===== src/rtl/fetch_prefetch_unit.sv =====
// Instruction fetch front end: owns the fetch PC, requests sequential words, buffers them in a prefetch FIFO.
// Latency: a word acked at edge N is visible on Instr_F/PCF after edge N; redirect to first valid is 2 cycles with zero-wait memory.
// Backpressure: instr_ready low holds the head; new requests are issued only while FIFO occupancy plus the outstanding request stays below DEPTH.
module fetch_prefetch_unit #(
   parameter int          DEPTH    = 4,
   parameter logic [31:0] RESET_PC = 32'h0000_0000
) (
   input  logic        clk,
   input  logic        reset,
   input  logic        redirect,
   input  logic [31:0] redirect_pc,
   output logic        imem_req,
   output logic [31:0] imem_addr,
   input  logic        imem_ack,
   input  logic [31:0] imem_rdata,
   output logic        instr_valid,
   input  logic        instr_ready,
   output logic [31:0] Instr_F,
   output logic [31:0] PCF
);

   localparam int AW = (DEPTH > 1) ? $clog2(DEPTH) : 1;
   localparam int CW = AW + 1;

   // Prefetch storage: PC and instruction word kept side by side per entry.
   logic [31:0]   pc_mem   [DEPTH];
   logic [31:0]   data_mem [DEPTH];
   logic [AW-1:0] wr_ptr;
   logic [AW-1:0] rd_ptr;
   logic [CW-1:0] count;
   logic [CW-1:0] count_next;

   // Fetch PC of the next word to be pushed, and the flag marking an in-flight word as stale.
   logic [31:0]   fetch_pc;
   logic [31:0]   fetch_pc_next;
   logic          drop;

   // Handshake qualifiers.
   logic          xfer;
   logic          req_hold;
   logic          req_next;
   logic          push;
   logic          pop;

   // A transfer only happens while a request is actually presented.
   assign xfer     = imem_req & imem_ack;
   // A request presented but not yet accepted must keep its address.
   assign req_hold = imem_req & ~imem_ack;
   // Stale words (drop set, or acked in a redirect cycle) never enter the FIFO.
   assign push     = xfer & ~drop & ~redirect;
   // A redirect wipes the FIFO, so any pop in that cycle is meaningless.
   assign pop      = instr_valid & instr_ready & ~redirect;

   // Occupancy after this edge; drives both the count register and request gating.
   always_comb begin
      count_next = count;
      if (redirect) begin
         count_next = '0;
      end else begin
         case ({push, pop})
            2'b10:   count_next = count + CW'(1);
            2'b01:   count_next = count - CW'(1);
            default: count_next = count;
         endcase
      end
   end

   // Fetch PC after this edge: redirect target wins, otherwise advance on every accepted word.
   always_comb begin
      fetch_pc_next = fetch_pc;
      if (redirect) begin
         fetch_pc_next = redirect_pc;
      end else if (push) begin
         fetch_pc_next = fetch_pc + 32'd4;
      end
   end

   // Keep a pending request up; otherwise launch a new one only if its word is sure to fit.
   assign req_next = req_hold | (count_next < CW'(DEPTH));

   // Fetch PC and stale-word tracking.
   always_ff @(posedge clk) begin
      if (reset) begin
         fetch_pc <= RESET_PC;
         drop     <= 1'b0;
      end else begin
         fetch_pc <= fetch_pc_next;
         if (redirect && req_hold) begin
            drop <= 1'b1;
         end else if (xfer) begin
            drop <= 1'b0;
         end
      end
   end

   // Registered request and address; the address is frozen while a request waits for ack.
   always_ff @(posedge clk) begin
      if (reset) begin
         imem_req  <= 1'b0;
         imem_addr <= RESET_PC;
      end else begin
         imem_req <= req_next;
         if (!req_hold) begin
            imem_addr <= fetch_pc_next;
         end
      end
   end

   // FIFO pointers and occupancy; a redirect returns everything to the empty state.
   always_ff @(posedge clk) begin
      if (reset) begin
         wr_ptr <= '0;
         rd_ptr <= '0;
         count  <= '0;
      end else if (redirect) begin
         wr_ptr <= '0;
         rd_ptr <= '0;
         count  <= '0;
      end else begin
         if (push) begin
            wr_ptr <= wr_ptr + AW'(1);
         end
         if (pop) begin
            rd_ptr <= rd_ptr + AW'(1);
         end
         count <= count_next;
      end
   end

   // Entry write; contents need no reset since occupancy qualifies every read.
   always_ff @(posedge clk) begin
      if (push) begin
         pc_mem[wr_ptr]   <= fetch_pc;
         data_mem[wr_ptr] <= imem_rdata;
      end
   end

   // Head presentation; outputs read as zero whenever nothing is buffered.
   always_comb begin
      instr_valid = (count != '0);
      Instr_F     = 32'd0;
      PCF         = 32'd0;
      if (instr_valid) begin
         Instr_F = data_mem[rd_ptr];
         PCF     = pc_mem[rd_ptr];
      end
   end

endmodule


===== config.mk =====
export PLATFORM = sky130hd
export DESIGN_NAME = fetch_prefetch_unit
export DESIGN_NICKNAME = d
export VERILOG_FILES = /design/src/rtl/fetch_prefetch_unit.sv
export SDC_FILE = /design/constraint.sdc
export NUM_CORES = 1
export LEC_CHECK = 0
export CORE_UTILIZATION = 24
export DETAILED_ROUTE_END_ITERATION = 16
export PLACE_DENSITY = 0.49
export SLEW_MARGIN = 20
export SYNTH_ARGS = -nofsm -noshare
export SYNTH_HDL_FRONTEND = slang
export SYNTH_SLANG_ARGS = --single-unit

===== constraint.sdc =====
create_clock -name clk -period 2.95 [get_ports clk]
set_clock_uncertainty 0.1 [all_clocks]
set_input_delay 0.295 -clock clk [delete_from_list [all_inputs] [get_ports clk]]
set_output_delay 0.295 -clock clk [all_outputs]
set_load 0.01 [all_outputs]

# Yosys cells after proc, flatten, opt, wreduce, memory -nomap -nowiden
# Memories as Yosys holds them, arrays and structs flattened. A register that Yosys moved wholly into a read port is not among the register bits.
# Index checks and enable logic that the tools add are counted.
# Widths: inputs -> output; s select.
# classes
addsub,5
mul,0
n_div,0
magnitude_cmp,1
n_eq_ne,2
shifts,0
muxes,14
bitwise,10
n_reduce_logical,4
# ops
operator,count
$mux 32,4
$add 32x3->32 const B,1
$mux 2,4
$and 1x1->1,6
$pmux 3 s2,1
$add 2x1->2 const B,2
$mux 1,4
$add 3x1->3 const B,1
$lt 3x3->1 const B,1
$mux 3,1
$not 1->1,3
$reduce_bool 3->1,1
$sub 3x1->3 const B,1
$eq 2x1->1 const B,1
$eq 2x2->1 const B,1
$reduce_bool 2->1,1
$reduce_or 2->1,1
$logic_and 1x1->1,1
$or 1x1->1,1
# totals
ff_bits,73
latch_bits,0
mem_bits_rw,256
romBits,0
output_inout_bits,98
memories,2
# memory_table
name,words,word_bits,read_ports,rd_clocked_by_memory_dff,write_ports,line_no,rtl
data_mem,4,32,1,1,1,27,logic [31:0] data_mem [DEPTH];
pc_mem,4,32,1,1,1,26,logic [31:0] pc_mem [DEPTH];

# Longest topological paths before layout
# Gate-level depths: netlist of the first run.
# depth
word_depth,8
depth_mapped,11
ltp_nobuf,10

# Worst setup path before layout of the first run
# Ideal clock, no wire load.
# synth_timing
path_kind,register -> register
startpoint,register imem_req
endpoint,"memory data_mem[0][0], enable pin"
setup_time_ns,0.429
arrival_time_ns,2.619
setup_slack_ns,-0.198
stages_incl_launch_ff,5
period_less_slack_ns,3.148
cell_sequence,dfxtp_1 buf_2 and3b_2 clkbuf_1 and3_1
# synth_between
elab_chain_len,5
# synth_rtl
element,line_no,rtl
"start, declared",12,"output logic imem_req,"
"start signal, assigned",102,imem_req <= req_next;
$and 1x1->1,46,assign xfer = imem_req & imem_ack;
$and 1x1->1 (2 in series),50,assign push = xfer & ~drop & ~redirect;
$mux 1,132,if (push) begin
$mux 1 (implied by the code),134,data_mem[wr_ptr] <= imem_rdata;
"end, declared",27,
# Every way passes these cells.

==> results of run 1 <==
registers in the layout, indices dropped and copies added, names as in the netlist, named ones only:
name / count
data_mem: 128
fetch_pc: 32
rd_ptr: 2
imem_addr: 32
imem_req: 1
wr_ptr: 2
count: 3
pc_mem: 128
drop: 1
Yosys cell counts (all sizes together) (7+ instances only):
cell type / n
edfxtp: 256
dfxtp: 75
and2: 69
mux4: 64
nor2: 45
nand2: 44
clkbuf: 31
o21ai: 26
a21oi: 16
nor3: 16
buf: 15
nand3: 15
nor4: 12
and3: 9
mux2i: 9
nand4: 9
xnor2: 9
nand2b: 8
xor2: 8
inv: 7
nor2b: 7
power by group through the flow:
stage	clock, W	sequential, W	combinational, W
floorplan	0	0.00530	0.000242
global placement	0	0.00531	0.000596
detailed placement	0	0.00531	0.000601
CTS	0.00503	0.00521	0.000604
global route	0.00519	0.00522	0.000644
finish	0.00485	0.00521	0.000595
routing by layer:
layer / share of wire [%] / wire (um) / vias up / track usage, %
li1: - / - / 3614 / -
met1: 46 / 16330 / 3962 / 16.96
met2: 47 / 16400 / 219 / 20.33
met3: 4.8 / 1705 / 52 / 2.658
met4: 2.1 / 753 / 2 / 4.211
met5: 0.037 / 13 / - / 0
stage by stage:
stage,worst slack [ps],std cells,instance area (um2),TNS (ps)
detailed placement,332.0,1684,16030,0
global placement,348.1,1684,16030,0
global route,-37.90,1756,17340,-267.2
finish,88.66,1757,17340,0
floorplan,505.8,825,13250,0
CTS,10.33,1756,17330,0
worst max-delay path, stage by stage, from the launching register on:
cell and delay, ps:
dfxtp_4 380, buf_6 290, mux4_2 540, and2_1 200
clkdlybuf4s50_1 480
kinds of logic after synthesis:
family | after synthesis | synth area share, %
flops | 331 | 69.39
simple gates | 254 | 10.50
compound gates | 88 | 4.611
mux | 74 | 11.65
buf+inv | 54 | 2.013
xor+xnor | 17 | 1.124
fa+ha+maj | 7 | 0.7181
worst paths after layout:
path,startpoint,end,slack (ps),cells past startpoint
worst max-delay path,flop,Instr_F[5],90,4
worst min-delay path,redirect,count[2],210,3
worst max register to register,count[1],imem_req,500,10
worst min register to register,imem_addr[6],imem_addr[6],360,2
cell type report:
type,count,area (um2)
Fill cell,5257,36790
Sequential cell,331,9196
Multi-Input combinational cell,440,3809
Timing Repair Buffer,210,2137
Clock buffer,52,1086
Tap cell,696,870.8
Clock inverter,20,211.5
Inverter,7,26.28
Antenna cell,1,2.502
==> qor.yml, run 1 <==
outcome: "finished clean"
crit_arrival_ps: 2470
endpoint_kind: "primary output"
path_clk_slew_ps: 60
required_ps: 2560
p_per_area_nw_per_um2: 614.6
hp-class: "input pin to flop"
cp-start-kind: "flop"
die_w_um: 236.9
total_power_w: 0.01066
area_growth_pct: 30.93
ys_types: 61
path_class: "flop to primary output"
core_um2: 54130
p_int_w: 0.008305
grt_overflow_total: 0
syn_inst: 825
fin_nets: 1106
drt-vias-per-instance: 4.467
final_common_cell: "edfxtp_1"
via_count: 7849
final_cell_mix: "edfxtp_1 (256), clkdlybuf4s50_1 (163), dfxtp_1 (73)"
synthArstFlopShare_pct: 0
hold_buffers: 0
clock_latency_ps: 560
die_area_um2: 56120
antenna_found_initial: 1
htreeDepth: 2
cts_buffers: 40
synthesis.area_um2: 13240
gp_congestion: 0.7470
combPwrFrac_pct: 5.6
floorplan.initialDensity_pct: 24.46
switching_power_w: 0.002352
post-route-period-util_pct: 96.99
grt_pass1_wl_um: 52780
rows: 85
post_cts_buffers: 0
avgRoutedWirePerCell_um: 20.03
setup_viol: 0
fin_hold_ws_ps: 209.7
ys_ff_latch: 331
drv_slew: 0
grt_pass1_vias: 8140
fmax_mhz: 349.5
synth_top_area_cell: "edfxtp_1"
seq_power_share_pct: 48.9
drtPass1Iterations: 5
fp.dieH_um: 236.9
ys_warn_count: 0
post-route-min-period_ps: 2861
hpwl_um: 22680
syn-num-nets: 901
max_slew.worst_pin.slew_ps: 693.5
ys.flop_type: "edfxtp_1"
synth_seq_area_share_pct: 69.39
power_leakage_nw: 5.670
clock_sinks: 331
maxCapViolations: 0
synthTopCellsByArea: "edfxtp_1 (58%), dfxtp_1 (11%), mux4_2 (11%), and2_1 (3.3%), nand2_1 (1.2%)"
ios: 167
first_iter_violations: 459
ir_drop_uv: 334.4
hold_viol_final: 0
io_buffers: 166
ctsResizeCount: 2
drive_above_1_share_pct: 17.74
cts_tree: "done"
cp_max_fo: 20
rsz0062_at_grt: "yes"
wl_um: 35200
p_clk_share_pct: 45.5
synth.avg_cell_area_um2: 16.05
grt.total_usage_pct: 12.66
synth_top_area_share_pct: 58.05
final_core_util_pct: 32.03
root_buffer: "clkbuf_16"
route.detailed.drc: 0
maxSlewHeadroom_pct: 53.77
grt_max_degree: 53
p_sw_share_pct: 22.07
synth_edf_count: 256
cts_max_path_buffers: 3
postRouteAntennaNets: 0
Power figures use the tool's default switching activity.
==> inputs of run 2 (changes only) <==
--- a/config.mk
+++ b/config.mk
@@ -7,8 +7,8 @@
 export LEC_CHECK = 0
 export CORE_UTILIZATION = 24
 export DETAILED_ROUTE_END_ITERATION = 16
+export HOLD_SLACK_MARGIN = 0.12
 export PLACE_DENSITY = 0.49
-export SLEW_MARGIN = 20
 export SYNTH_ARGS = -nofsm -noshare
 export SYNTH_HDL_FRONTEND = slang
 export SYNTH_SLANG_ARGS = --single-unit
==> constraint.sdc (replaced) <==
create_clock -name clk -period 2.95 [get_ports clk]
set_clock_uncertainty 0.1 [all_clocks]
set_input_delay 0.295 -clock clk [delete_from_list [all_inputs] [get_ports clk]]
set_output_delay 0.295 -clock clk [all_outputs]
set_load 0.05 [all_outputs]
==> run 2 against run 1 <==
- cell area fell by 1.7%
- worst setup slack improved by 37 ps
- register-to-register slack got worse by 180 ps
- flip-flop and latch count did not move
- first-iteration DRC count rose by 17%
- via count fell by 0.52%
- final cell count fell by 0.51%
- utilization fell by 0.54 points
- total power rose by 0.92%
- clock power barely moved
- critical endpoint is now instr_valid
- largest cell class unchanged
==> qor.yml, run 2 (synthesis results as in run 1) <==
rows: 85  # unchanged
drive_above_1_share_pct: 22.34  # +4.6 points
setup.worst_path.end: "instr_valid"
first_iter_violations: 538  # +17%
cp_max_fo: 66  # +230%
seq_area_um2: 9196  # unchanged
required_ps: 2560  # about the same
final.fill_count: 5290  # +0.63%
p_per_area_nw_per_um2: 630.8  # +2.6%
power_leakage_nw: 5.715  # +0.79%
max_slew.worst_pin.slew_ps: 671.1  # -22.34 ps
fp.dieH_um: 236.9  # unchanged
cts_max_path_buffers: 3  # unchanged
ios: 167  # unchanged
die_w_um: 236.9  # unchanged
floorplan.initialDensity_pct: 24.46  # unchanged
htreeDepth: 2  # unchanged
setup_viol: 0  # unchanged
cp-start-kind: "flop"
drtPass1Iterations: 5  # unchanged
drv_slew: 0  # unchanged
reg2reg_from: "fetch_pc[9]"
antenna_found_initial: 1  # unchanged
rsz0062_at_grt: "no"
crit_path_start: "count[1]"
r2r-end: "imem_addr[17]"
hp-class: "input pin to flop"
grt_pass1_wl_um: 52020  # -1.4%
endpoint_kind: "primary output"
io_buffers: 166  # unchanged
clock_latency_ps: 550  # about the same
grt_pass1_vias: 8089  # -0.63%
maxCapViolations: 0  # unchanged
fmax_mhz: 354.0  # +1.3%
fin_nets: 1099  # -0.63%
grt.total_usage_pct: 12.45  # -0.21 points
maxSlewHeadroom_pct: 55.09  # +1.3 points
path_clk_slew_ps: 50  # about the same
core_um2: 54130  # unchanged
ir_drop_uv: 331.8  # -0.77%
outcome: "finished clean"
path_class: "flop to primary output"
root_buffer: "clkbuf_16"
die_area_um2: 56120  # unchanged
postRouteAntennaNets: 0  # unchanged
via_count: 7808  # -0.52%
wl_um: 34710  # -1.4%
fin_hold_ws_ps: 265.2  # +55.47 ps
reg2reg_depth: 5  # -5
cts_tree: "done"
post-route-period-util_pct: 95.75  # -1.2 points
drt-vias-per-instance: 4.467  # about the same
route.detailed.drc: 0  # unchanged
post-route-min-period_ps: 2825  # -36.69 ps
final_area_um2: 17050  # -1.7%
hold_viol_final: 0  # unchanged
setup-tns-final_ps: 0  # unchanged
avgRoutedWirePerCell_um: 19.86  # -0.88%
area_growth_pct: 28.74
gp_congestion: 0.7169  # -4.0%
grt_max_degree: 67  # +26%
final_common_cell: "edfxtp_1"
dpl_cell_area_um2: 15760  # -1.7%
hpwl_um: 22650  # -0.15%
crit_arrival_ps: 2430  # -40 ps
num_antenna_cells: 0  # -1
r2r_slack_ps: 320  # -180 ps
cts_buffers: 39  # -2.5%
top_regs: "data_mem x128, pc_mem x128"
grt_overflow_total: 0  # unchanged
final_cell_mix: "edfxtp_1 (256), clkdlybuf4s50_1 (101), buf_4 (90)"
clock_sinks: 331  # unchanged
multi_input_area_um2: 3809  # unchanged
[run 2: worst min-delay path by stage]
stage                     from       endpoint  slack, ps  cells after the start
2_1_floorplan         imem_ack           drop        290                      1
3_3_place_gp      imem_addr[3]   imem_addr[3]        340                      2
3_5_place_dp     imem_addr[14]  imem_addr[14]        350                      2
4_1_cts        redirect_pc[28]   fetch_pc[28]        230                      3
5_1_grt        redirect_pc[28]   fetch_pc[28]        270                      3
6_report       redirect_pc[28]   fetch_pc[28]        270                      3
[run 2: final cells by class]
cell class | count | area share, %
tap | 696 | 5.108
sequential | 331 | 53.94
clock inverter | 20 | 1.409
clock buffer | 50 | 6.091
multi-input combinational | 440 | 22.34
inverter | 7 | 0.1541
timing repair buffer | 204 | 10.96
[run 2: per-stage QoR]
stage / std cells / utilization (%) / setup WS, ps / power, W
floorplan: 825 / - / 172.7 / 0.005686
global placement: 1677 / 29.12 / 349.7 / 0.006036
detailed placement: 1677 / 29.12 / 326.4 / 0.006043
CTS: 1748 / 31.49 / 3.032 / 0.01097
global route: 1748 / 31.49 / 26.68 / 0.01117
finish: 1748 / 31.49 / 125.4 / 0.01075
[run 2: metal layers]
| metal | vias up | global-route usage (%) | wire length, um |
|---|---|---|---|
| met1 | 3937 | 16.48 | 15650 |
| met2 | 214 | 20.07 | 16380 |
| met4 | 2 | 3.975 | 773 |
| met5 | - | 0 | 8 |
| li1 | 3600 | - | - |
| met3 | 55 | 2.926 | 1891 |
[run 2: critical path, cell delays in order (launching register included)]
cell	delay, ps
dfxtp_1	330
or3_2	530
buf_12	210
clkdlybuf4s50_1	750
[run 2: power by group]
| group | switching, W | total, W | internal [W] | leakage [nW] |
|---|---|---|---|---|
| Sequential | 0.0000906 | 0.00522 | 0.00512 | 2.93 |
| Combinational | 0.000430 | 0.000723 | 0.000294 | 2.16 |
| Clock | 0.00189 | 0.00482 | 0.00293 | 0.624 |
[run 2: repair_timing]
action                                  4_1_cts  5_1_grt
setup buffers                                 0        0
pin swaps                                     0        0
endpoints found under the setup margin        4        5
endpoints found under the hold margin         1        0
resized for setup                             4        1
hold buffers                                  1        0
